`src/rtl/spi_flash_seq.sv`:
```
`default_nettype none
// ============================================================================
// Module      : spi_flash_seq
// Description : Wishbone byte master that drives an 8-bit SPI master
//               peripheral (0 SPCR, 1 SPSR, 2 data FIFO, 3 SPER, 4 SS) to
//               perform a complete flash read: chip-select, opcode, 24-bit
//               address, then len_i dummy-clocked data bytes. Received data
//               bytes leave on a valid/ready byte stream.
// Ports       : clk_i/rst_i        clock, async active-high reset
//               start_i ... cs_sel_i  transaction request and its arguments
//               busy_o/done_o/err_o   transaction status
//               rd_data_o/rd_valid_o/rd_ready_i  received byte stream
//               m_*                Wishbone master towards the SPI peripheral
// Revision    : 1.0 - initial release
// ============================================================================
module spi_flash_seq #(
    parameter int         SS_WIDTH = 2,
    parameter int         LEN_W    = 16,
    parameter logic [7:0] SPCR_VAL = 8'h50,
    parameter logic [7:0] SPER_VAL = 8'h00,
    parameter int         POLL_MAX = 1023
) (
    input  logic                clk_i,
    input  logic                rst_i,
    input  logic                start_i,
    input  logic [7:0]          cmd_i,
    input  logic [23:0]         addr_i,
    input  logic [LEN_W-1:0]    len_i,
    input  logic [SS_WIDTH-1:0] cs_sel_i,
    output logic                busy_o,
    output logic                done_o,
    output logic                err_o,
    output logic [7:0]          rd_data_o,
    output logic                rd_valid_o,
    input  logic                rd_ready_i,
    output logic                m_cyc_o,
    output logic                m_stb_o,
    output logic [2:0]          m_adr_o,
    output logic                m_we_o,
    output logic [7:0]          m_dat_o,
    input  logic [7:0]          m_dat_i,
    input  logic                m_ack_i
);

    typedef enum logic [3:0] {
        S_IDLE    = 4'd0,
        S_W_SPCR  = 4'd1,
        S_W_SPER  = 4'd2,
        S_W_SS    = 4'd3,
        S_TX      = 4'd4,
        S_POLL    = 4'd5,
        S_RX      = 4'd6,
        S_OUT     = 4'd7,
        S_W_SSOFF = 4'd8,
        S_FIN     = 4'd9
    } state_t;

    // Poll counter holds the number of SPSR reads already seen with rfempty=1
    localparam int            c_pw        = (POLL_MAX < 2) ? 1 : $clog2(POLL_MAX);
    localparam logic [c_pw-1:0] c_poll_last = c_pw'(POLL_MAX - 1);

    state_t                r_state;
    logic [7:0]            r_cmd;
    logic [23:0]           r_addr;
    logic [SS_WIDTH-1:0]   r_cs;
    logic [LEN_W:0]        r_remain;   // one spare bit so an all-ones len never wraps
    logic [2:0]            r_idx;      // 0..3 header byte index, 4 = data phase
    logic [c_pw-1:0]       r_poll;
    logic                  r_busy;
    logic                  r_done;
    logic                  r_err;
    logic [7:0]            r_rd_data;
    logic                  r_rd_valid;
    logic                  r_cyc;
    logic [2:0]            r_adr;
    logic                  r_we;
    logic [7:0]            r_dat;

    logic [7:0]            w_tx_byte;
    logic [7:0]            w_ss_on;
    logic [2:0]            w_adr;
    logic                  w_we;
    logic [7:0]            w_dat;

    assign w_ss_on = 8'(r_cs);

    always_comb begin
        w_tx_byte = 8'h00;
        case (r_idx)
            3'd0:    w_tx_byte = r_cmd;
            3'd1:    w_tx_byte = r_addr[23:16];
            3'd2:    w_tx_byte = r_addr[15:8];
            3'd3:    w_tx_byte = r_addr[7:0];
            default: w_tx_byte = 8'h00;
        endcase
    end

    // Access launched by each bus state when it finds the bus idle
    always_comb begin
        w_adr = 3'd0;
        w_we  = 1'b0;
        w_dat = 8'h00;
        case (r_state)
            S_W_SPCR:  begin w_adr = 3'd0; w_we = 1'b1; w_dat = SPCR_VAL;  end
            S_W_SPER:  begin w_adr = 3'd3; w_we = 1'b1; w_dat = SPER_VAL;  end
            S_W_SS:    begin w_adr = 3'd4; w_we = 1'b1; w_dat = w_ss_on;   end
            S_TX:      begin w_adr = 3'd2; w_we = 1'b1; w_dat = w_tx_byte; end
            S_POLL:    begin w_adr = 3'd1; w_we = 1'b0; w_dat = 8'h00;     end
            S_RX:      begin w_adr = 3'd2; w_we = 1'b0; w_dat = 8'h00;     end
            S_W_SSOFF: begin w_adr = 3'd4; w_we = 1'b1; w_dat = 8'h00;     end
            default:   begin w_adr = 3'd0; w_we = 1'b0; w_dat = 8'h00;     end
        endcase
    end

    // Each bus state: first cycle with cyc low launches the access, the ack
    // edge drops cyc and moves on. The next state therefore always starts
    // with one idle cycle, which the peripheral's toggling ack requires.
    always_ff @(posedge clk_i or posedge rst_i) begin
        if (rst_i) begin
            r_state    <= S_IDLE;
            r_cmd      <= 8'h00;
            r_addr     <= 24'h0;
            r_cs       <= '0;
            r_remain   <= '0;
            r_idx      <= 3'd0;
            r_poll     <= '0;
            r_busy     <= 1'b0;
            r_done     <= 1'b0;
            r_err      <= 1'b0;
            r_rd_data  <= 8'h00;
            r_rd_valid <= 1'b0;
            r_cyc      <= 1'b0;
            r_adr      <= 3'd0;
            r_we       <= 1'b0;
            r_dat      <= 8'h00;
        end else begin
            r_done <= 1'b0;
            case (r_state)
                S_IDLE: begin
                    if (start_i) begin
                        r_cmd    <= cmd_i;
                        r_addr   <= addr_i;
                        r_cs     <= cs_sel_i;
                        r_remain <= {1'b0, len_i};
                        r_idx    <= 3'd0;
                        r_err    <= 1'b0;
                        r_busy   <= 1'b1;
                        r_state  <= S_W_SPCR;
                    end
                end
                S_W_SPCR, S_W_SPER, S_W_SS, S_TX, S_POLL, S_RX, S_W_SSOFF: begin
                    if (!r_cyc) begin
                        r_cyc <= 1'b1;
                        r_adr <= w_adr;
                        r_we  <= w_we;
                        r_dat <= w_dat;
                    end else if (m_ack_i) begin
                        r_cyc <= 1'b0;
                        case (r_state)
                            S_W_SPCR: r_state <= S_W_SPER;
                            S_W_SPER: r_state <= S_W_SS;
                            S_W_SS:   r_state <= S_TX;
                            S_TX: begin
                                r_poll  <= '0;
                                r_state <= S_POLL;
                            end
                            S_POLL: begin
                                if (!m_dat_i[0]) begin
                                    r_state <= S_RX;
                                end else if (r_poll == c_poll_last) begin
                                    r_err   <= 1'b1;
                                    r_state <= S_W_SSOFF;
                                end else begin
                                    r_poll <= r_poll + 1'b1;
                                end
                            end
                            S_RX: begin
                                if (r_idx == 3'd4) begin
                                    r_rd_data  <= m_dat_i;
                                    r_rd_valid <= 1'b1;
                                    r_state    <= S_OUT;
                                end else begin
                                    // Header echo bytes are dropped
                                    r_idx <= r_idx + 3'd1;
                                    if (r_idx == 3'd3 && r_remain == '0) begin
                                        r_state <= S_W_SSOFF;
                                    end else begin
                                        r_state <= S_TX;
                                    end
                                end
                            end
                            S_W_SSOFF: begin
                                r_done  <= 1'b1;
                                r_busy  <= 1'b0;
                                r_state <= S_FIN;
                            end
                            default: r_state <= S_IDLE;
                        endcase
                    end
                end
                S_OUT: begin
                    // The OUT wait already separates accesses, so the next
                    // write is launched straight from the handshake cycle.
                    if (rd_ready_i) begin
                        r_rd_valid <= 1'b0;
                        r_remain   <= r_remain - 1'b1;
                        r_cyc      <= 1'b1;
                        r_we       <= 1'b1;
                        r_dat      <= 8'h00;
                        if (r_remain == (LEN_W+1)'(1)) begin
                            r_adr   <= 3'd4;
                            r_state <= S_W_SSOFF;
                        end else begin
                            r_adr   <= 3'd2;
                            r_state <= S_TX;
                        end
                    end
                end
                S_FIN:   r_state <= S_IDLE;
                default: r_state <= S_IDLE;
            endcase
        end
    end

    assign busy_o     = r_busy;
    assign done_o     = r_done;
    assign err_o      = r_err;
    assign rd_data_o  = r_rd_data;
    assign rd_valid_o = r_rd_valid;
    assign m_cyc_o    = r_cyc;
    assign m_stb_o    = r_cyc;
    assign m_adr_o    = r_adr;
    assign m_we_o     = r_we;
    assign m_dat_o    = r_dat;

endmodule
`default_nettype wire

```
`config.mk`:
```
export PLATFORM = sky130hd
export DESIGN_NAME = spi_flash_seq
export DESIGN_NICKNAME = d
export VERILOG_FILES = /design/src/rtl/spi_flash_seq.sv
export SDC_FILE = /design/constraint.sdc
export NUM_CORES = 1
export LEC_CHECK = 0
export ABC_AREA = 0
export CORE_ASPECT_RATIO = 0.8
export CORE_MARGIN = 8
export CORE_UTILIZATION = 50
export DETAILED_ROUTE_END_ITERATION = 10
export HOLD_SLACK_MARGIN = 0.05
export PLACE_DENSITY_LB_ADDON = 0.08
export SKIP_CTS_REPAIR_TIMING = 1
export SLEW_MARGIN = 20
export SYNTH_ARGS = -nofsm -noshare
export SYNTH_HDL_FRONTEND = slang
export SYNTH_SLANG_ARGS = --single-unit
```
`constraint.sdc`:
```
create_clock -name clk_i -period 7.9 [get_ports clk_i]
set_input_delay 1.58 -clock clk_i [delete_from_list [all_inputs] [get_ports clk_i]]
set_output_delay 1.58 -clock clk_i [all_outputs]
set_load 0.005 [all_outputs]
```
==> results of run 1 <==
[routing by layer]
metal	track usage, %	vias up
li1	-	1905
met1	24.7	1918
met2	28.2	118
met3	4.71	12
met4	5.40	0
met5	0	-
[worst min-delay path by stage]
stage | start | to | slack (ns) | depth (start not counted)
global placement | m_dat_o[0] | m_dat_o[0] | 0.46 | 2
finish | m_dat_o[6] | m_dat_o[6] | 0.48 | 2
global route | r_addr[5] | r_addr[5] | 0.52 | 1
CTS | m_dat_o[2] | m_dat_o[2] | 0.49 | 2
floorplan | r_poll[5] | r_poll[5] | 0.47 | 1
detailed placement | m_dat_o[2] | m_dat_o[2] | 0.48 | 2
[power by group through the flow]
stage | sequential, mW | clock, mW | combinational [mW]
6_report | 0.851 | 0.387 | 0.829
5_1_grt | 0.877 | 0.417 | 0.912
4_1_cts | 0.847 | 0.397 | 0.832
3_5_place_dp | 0.854 | 0 | 0.828
3_3_place_gp | 0.844 | 0 | 0.804
2_1_floorplan | 0.774 | 0 | 0.629
[through the flow]
stage / util, % / instance area, µm² / instances / setup slack, ns
final: 63.2 / 6020 / 674 / 4.53
after global placement: 60.5 / 5760 / 659 / 3.98
after detailed placement: 60.5 / 5760 / 659 / 3.91
after floorplan: - / 4830 / 478 / 3.90
after CTS: 63.2 / 6020 / 674 / 4.26
after global routing: 63.2 / 6020 / 674 / 4.38
[area by class of cell]
class                   count  area share (%)
clock inverters             2           0.166
well taps                 119            2.47
clock buffers              13            4.15
inverters                  13           0.831
flip-flops and latches     93            38.6
repair buffers             91            15.0
multi-input cells         343            38.8
[synthesized netlist by cell type, types with 3 or more instances]
library cell  number
a22oi_1            4
mux2_2            41
nand2b_1           3
o31ai_1           16
or4_1              7
nand4_1            5
buf_2             10
nor2_1            30
dfrtp_1           93
and2_1             7
a21oi_1           42
o21ai_0           41
nor4_1             6
nor3_1             9
nand3_1           14
ha_1              10
o22ai_1            4
inv_1             13
clkbuf_1          17
mux2_4             3
a222oi_1           8
nand2_1           41
o21a_1             5
or2_2              4
[critical path: cells and delay by family]
family | cells | cell delay, ns
and+or+nand+nor | 3 | 0.99
AOI/OAI and AO/OA | 2 | 0.54
buffers and inverters | 1 | 0.51
[logic make-up after synthesis]
| logic type | count (synthesis) | share of synthesized area, % |
|---|---|---|
| and+or+nand+nor | 145 | 15.9 |
| AOI/OAI and AO/OA | 140 | 18.5 |
| DFF | 93 | 48.2 |
| muxes | 45 | 10.7 |
| buffers and inverters | 42 | 3.60 |
| adders and majority gates | 11 | 2.80 |
| xor gates and xnor gates | 2 | 0.363 |
[registers in the layout (all words and copies together), names as in the netlist, 4 cells and up]
| signal | flops |
|---|---|
| r_cmd | 8 |
| m_dat_o | 8 |
| rd_data_o | 8 |
| r_addr | 24 |
| r_state | 4 |
| r_remain | 17 |
| r_poll | 10 |
==> metrics.csv, run 1 <==
stage;metric;value;unit
sta;holdWs;0.484;ns
layout;final_common_cell;dfrtp_1;
detailed_routing;wl_per_cell;17.4;µm
layout;multiInputGateArea;2330;µm²
yosys;syn_inst;478;
floorplan;die_x;126;µm
placement;dp.final_hpwl;8370;µm
sta;fin_crit;3.37;ns
detailed_routing;met2_wirelength;5420;µm
grt;grt_usage;18.3;%
detailed_routing;ant_nets;0;
yosys;avgSynthCellArea;10.1;µm²
setup_path;slowest_delay;0.54;ns
clocking;cts_made_buffers;9;
placement;finalWeightedCongestion;0.819;
clocking;clk_latency;0.34;ns
sta;setup_viol;0;
layout;fin_nets;624;
clocking;clk_path_buf_depth;2;
yosys;ys_seq_area_share;48.2;%
clocking;cts_tree;done;
sta;worst_pin_slew;0.915;ns
clocking;htreeDepth;3;
grt;grt_pass1_wl;19900;µm
power_and_ir_drop;power_switching;770;µW
floorplan;io_pins;89;
setup_path;cp-end-kind;flip-flop;
sta;slew_headroom;38.1;%
clocking;clk_pin_slew;0.06;ns
run_status;status;completed;
detailed_routing;vias;3953;
grt;grt_max_degree;69;
power_and_ir_drop;p_clk_share;18.7;%
power_and_ir_drop;pwr-share-comb;40.1;%
detailed_routing;dr_wl_met3;660;µm
yosys;synth_nets;551;
power_and_ir_drop;p_int;1.30;mW
sta;rsz0062_at_grt;false;
yosys;synth_top_area_share;48.2;%
floorplan;die_y;104;µm
yosys;yosys_warnings;0;
power_and_ir_drop;pwr-share-seq;41.2;%
grt;grt_antenna_before_repair;0;
grt;grt_pass1_vias;3934;
power_and_ir_drop;power_density;343;nW/µm²
setup_path;r2r_slack;5.09;ns
layout;areaGrowthSynthToFinish;24.7;%
power_and_ir_drop;ir_drop;0.190;mV
setup_path;cp-startpoint;m_ack_i;
detailed_routing;drtIter0Drc;263;
setup_path;critPathKind;primary input to flip-flop;
setup_path;regToRegStartpoint;r_state[3];
setup_path;worstPathCellList;clkdlybuf4s50_1 > nand2_1 > a2111oi_4 > nand3_2 > or4_1 > a21oi_1;
setup_path;crit_fanout;15;
setup_path;critPathArrivalTime;3.63;ns
detailed_routing;drt-met1-wl;5490;µm
placement;numPortBuffers;88;
floorplan;design.core.area;9530;µm²
clocking;root_buffer;clkbuf_16;
grt;overflow;0;
power_and_ir_drop;switching_share;37.3;%
min_path;hold_path_class;flip-flop to flip-flop;
sta;drv_slew;0;
layout;layout_common_cells;dfrtp_1, clkdlybuf4s50_1;
detailed_routing;route.detailed.drc;0;
power_and_ir_drop;p_leak;2.43;nW
setup_path;r2r_cells;5;
yosys;synth.area.top_cells;dfrtp_1, mux2_2, a21oi_1, o21ai_0, nand2_1;
yosys;syn_area;4830;µm²
yosys;synthDistinctLibCells;57;
sta;skew;0.00657;ns
setup_path;setup.worst_path.start_class;primary input;
setup_path;worstPathRequired;8.16;ns
yosys;synth_area_leader_cell;dfrtp_1;
sta;finalCritPeriodShare;42.6;%
detailed_routing;viasPerCell;5.86;
setup_path;r2r-end;r_state[1];
setup_path;critPathCapture;r_poll[7];
layout;ff_latch_area;2330;µm²
detailed_routing;first_pass_iters;5;
detailed_routing;routed.top_layer;met4;
clocking;clock-sinks;93;
layout;drive_gt1_share;13.2;%
setup_path;cp_slowest_cell;or4_1;
floorplan;dieArea;13100;µm²
yosys;synth_seq_cells;93;
floorplan;start_util;50.7;%
detailed_routing;wl;11700;µm
layout;antenna_cells;0;
sta;finalSetupTns;0;ns
yosys;synth-async-reset-ratio;100;%
layout;fillers;824;
yosys;synth_flop_cell;dfrtp_1;
flow_run;drv_cap;0;
yosys;synth_edf_count;0;
power_and_ir_drop;power;2.07;mW
sta;hold_viol_final;0;
sta;fmax;0.297;GHz
floorplan;std_cell_rows;32;
Power figures use the tool's default switching activity.
==> inputs of run 2 (changes only) <==
- CORE_UTILIZATION: 50 -> 48
- clock period: 7.9 -> 3 ns (I/O delays scaled with it)
==> run 2 against run 1 <==
Compared with the run above:
- register-to-register slack got worse by 4.6 ns
- critical path depth fell by 1
- sequential share of layout area fell by 0.92 points
- wire length rose by 0.86%
- clock skew rose by 0.0025 ns
- total power rose to 2.7 times the previous value
- first-iteration DRC count rose by 57%
- sequential power rose to 2.6 times the previous value
- worst setup slack got worse by 4.1 ns
- utilization rose by 0.20 points
==> metrics.csv, run 2 (synthesized netlist as in run 1, its figures left out) <==
stage;metric;value;unit;change
floorplan;design.core.area;9730;µm²;+2.1%
clocking;clk_path_buf_depth;2;;unchanged
placement;finalWeightedCongestion;0.864;;+5.5%
sta;finalSetupTns;0;ns;unchanged
grt;grt_pass1_wl;20000;µm;+0.55%
layout;largest_register;r_addr;;
sta;slew_headroom;51.2;%;+13 points
floorplan;start_util;49.7;%;-1.0 points
setup_path;worstPathRequired;3.26;ns;-4.90 ns
detailed_routing;first_pass_iters;6;;+1
detailed_routing;wl;11800;µm;+0.86%
detailed_routing;drtIter0Drc;412;;+57%
placement;dp.final_hpwl;8450;µm;+0.93%
setup_path;critPathArrivalTime;2.82;ns;-0.81 ns
grt;grt_pass1_vias;3873;;-1.6%
detailed_routing;ant_nets;0;;unchanged
setup_path;critPathCapture;r_poll[7];;
clocking;cts_tree;done;;
clocking;cts_made_buffers;9;;unchanged
grt;grt_max_degree;94;;+36%
clocking;clk_pin_slew;0.06;ns;about the same
grt;grt_usage;18.0;%;-0.24 points
placement;place_area;5860;µm²;+1.7%
floorplan;dieArea;13600;µm²;+3.6%
grt;overflow;0;;unchanged
sta;worst_pin_slew;0.722;ns;-0.193 ns
run_status;status;completed;;
flow_run;drv_cap;0;;unchanged
sta;skew;0.00911;ns;+0.00254 ns
layout;final_common_cell;dfrtp_1;;
setup_path;cp-end-kind;flip-flop;;
floorplan;die_y;106;µm;+1.7%
min_path;hold_path_class;flip-flop to flip-flop;;
sta;finalCritPeriodShare;85.2;%;
layout;areaGrowthSynthToFinish;27.7;%;
setup_path;r2r_slack;0.44;ns;-4.65 ns
sta;setup_viol;0;;unchanged
detailed_routing;wl_per_cell;16.9;µm;-2.7%
sta;drv_slew;0;;unchanged
sta;fmax;0.391;GHz;
clocking;clk_latency;0.34;ns;about the same
setup_path;r2r_cells;5;;unchanged
detailed_routing;viasPerCell;5.77;;-1.7%
layout;layout_common_cells;dfrtp_1, clkdlybuf4s50_1, a21oi_1;;
grt;grt_antenna_before_repair;0;;unchanged
layout;largest_reg_flops;24;;unchanged
sta;hold_viol_final;0;;unchanged
setup_path;crit_fanout;18;;+3
sta;rsz0062_at_grt;false;;
setup_path;critPathKind;flip-flop to flip-flop;;
layout;drive_gt1_share;14.7;%;+1.6 points
layout;stdcell_area;6170;µm²;+2.4%
floorplan;io_pins;89;;unchanged
sta;fin_crit;2.56;ns;
power_and_ir_drop;power_density;920;nW/µm²;+170%
layout;fin_nets;632;;+1.3%
clocking;htreeDepth;3;;unchanged
setup_path;r2r-end;r_poll[7];;
detailed_routing;route.detailed.drc;0;;unchanged
layout;antenna_cells;0;;unchanged
setup_path;regToRegStartpoint;r_state[0];;
clocking;root_buffer;clkbuf_16;;
setup_path;cp-startpoint;r_state[0];;
floorplan;die_x;128;µm;+1.8%
power_and_ir_drop;ir_drop;0.451;mV;+140%
detailed_routing;vias;4030;;+1.9%
placement;numPortBuffers;88;;unchanged
clocking;clock-sinks;93;;unchanged
layout;top_regs;r_addr x24, r_remain x17, r_poll x10;;
power_and_ir_drop;p_leak;2.49;nW;+2.4%
setup_path;setup.worst_path.start_class;flip-flop;;
floorplan;std_cell_rows;32;;unchanged
-- run 2: cell types whose count changed in the layout (fill, tap and decap cells not counted), sizes merged --
cell      before  now
buf            3   11
clkbuf        13    9
clkinvlp       0    3
bufinv         0    2
clkinv         3    2
-- run 2: worst min path at each step --
stage,start,cells past startpoint,end
2_1_floorplan,r_poll[5],1,r_poll[5]
3_3_place_gp,m_dat_o[0],2,m_dat_o[0]
3_5_place_dp,m_dat_o[4],2,m_dat_o[4]
4_1_cts,m_dat_o[4],2,m_dat_o[4]
5_1_grt,rd_data_o[2],1,rd_data_o[2]
6_report,rd_data_o[0],2,rd_data_o[0]
-- run 2: cell type report --
| type | instances | area, µm² |
|---|---|---|
| Fill cell | 831 | 3560 |
| Inverter | 13 | 52.6 |
| Clock buffer | 9 | 225 |
| Multi-Input combinational cell | 343 | 2330 |
| Timing Repair Buffer | 99 | 976 |
| Clock inverter | 6 | 88.8 |
| Tap cell | 136 | 170 |
| Sequential cell | 93 | 2330 |
-- run 2: power by group --
group / total (mW) / switching, mW / internal, mW
Clock: 1.19 / 0.467 / 0.725
Combinational: 2.30 / 1.16 / 1.14
Sequential: 2.18 / 0.444 / 1.74
Total: 5.68 / 2.07 / 3.61
-- run 2: layer usage --
layer	vias to the layer above	GRT usage, %	share of wire [%]
met3	15	4.78	6.7
li1	1926	-	-
met4	0	5.25	1.2
met5	-	0	0
met2	149	27.7	46
met1	1940	24.5	46
-- run 2: metrics by stage --
step / utilization [%] / setup WS (ns) / hold slack, ns / power [mW] / cells
2_1_floorplan: - / 0.960 / 0.467 / 3.70 / 478
3_3_place_gp: 60.2 / 0.428 / 0.465 / 4.40 / 684
3_5_place_dp: 60.2 / 0.368 / 0.467 / 4.48 / 684
4_1_cts: 63.4 / 0.494 / 0.481 / 5.70 / 699
5_1_grt: 63.4 / 0.245 / 0.515 / 6.08 / 699
6_report: 63.4 / 0.444 / 0.477 / 5.68 / 699
-- run 2: worst max-delay path, stage by stage, from the launching register on --
cell and delay [ns]:
dfrtp_1 0.59, a21o_1 0.32, a2111oi_4 0.53, nand3_2 0.34
or4_1 0.55, a21oi_1 0.15
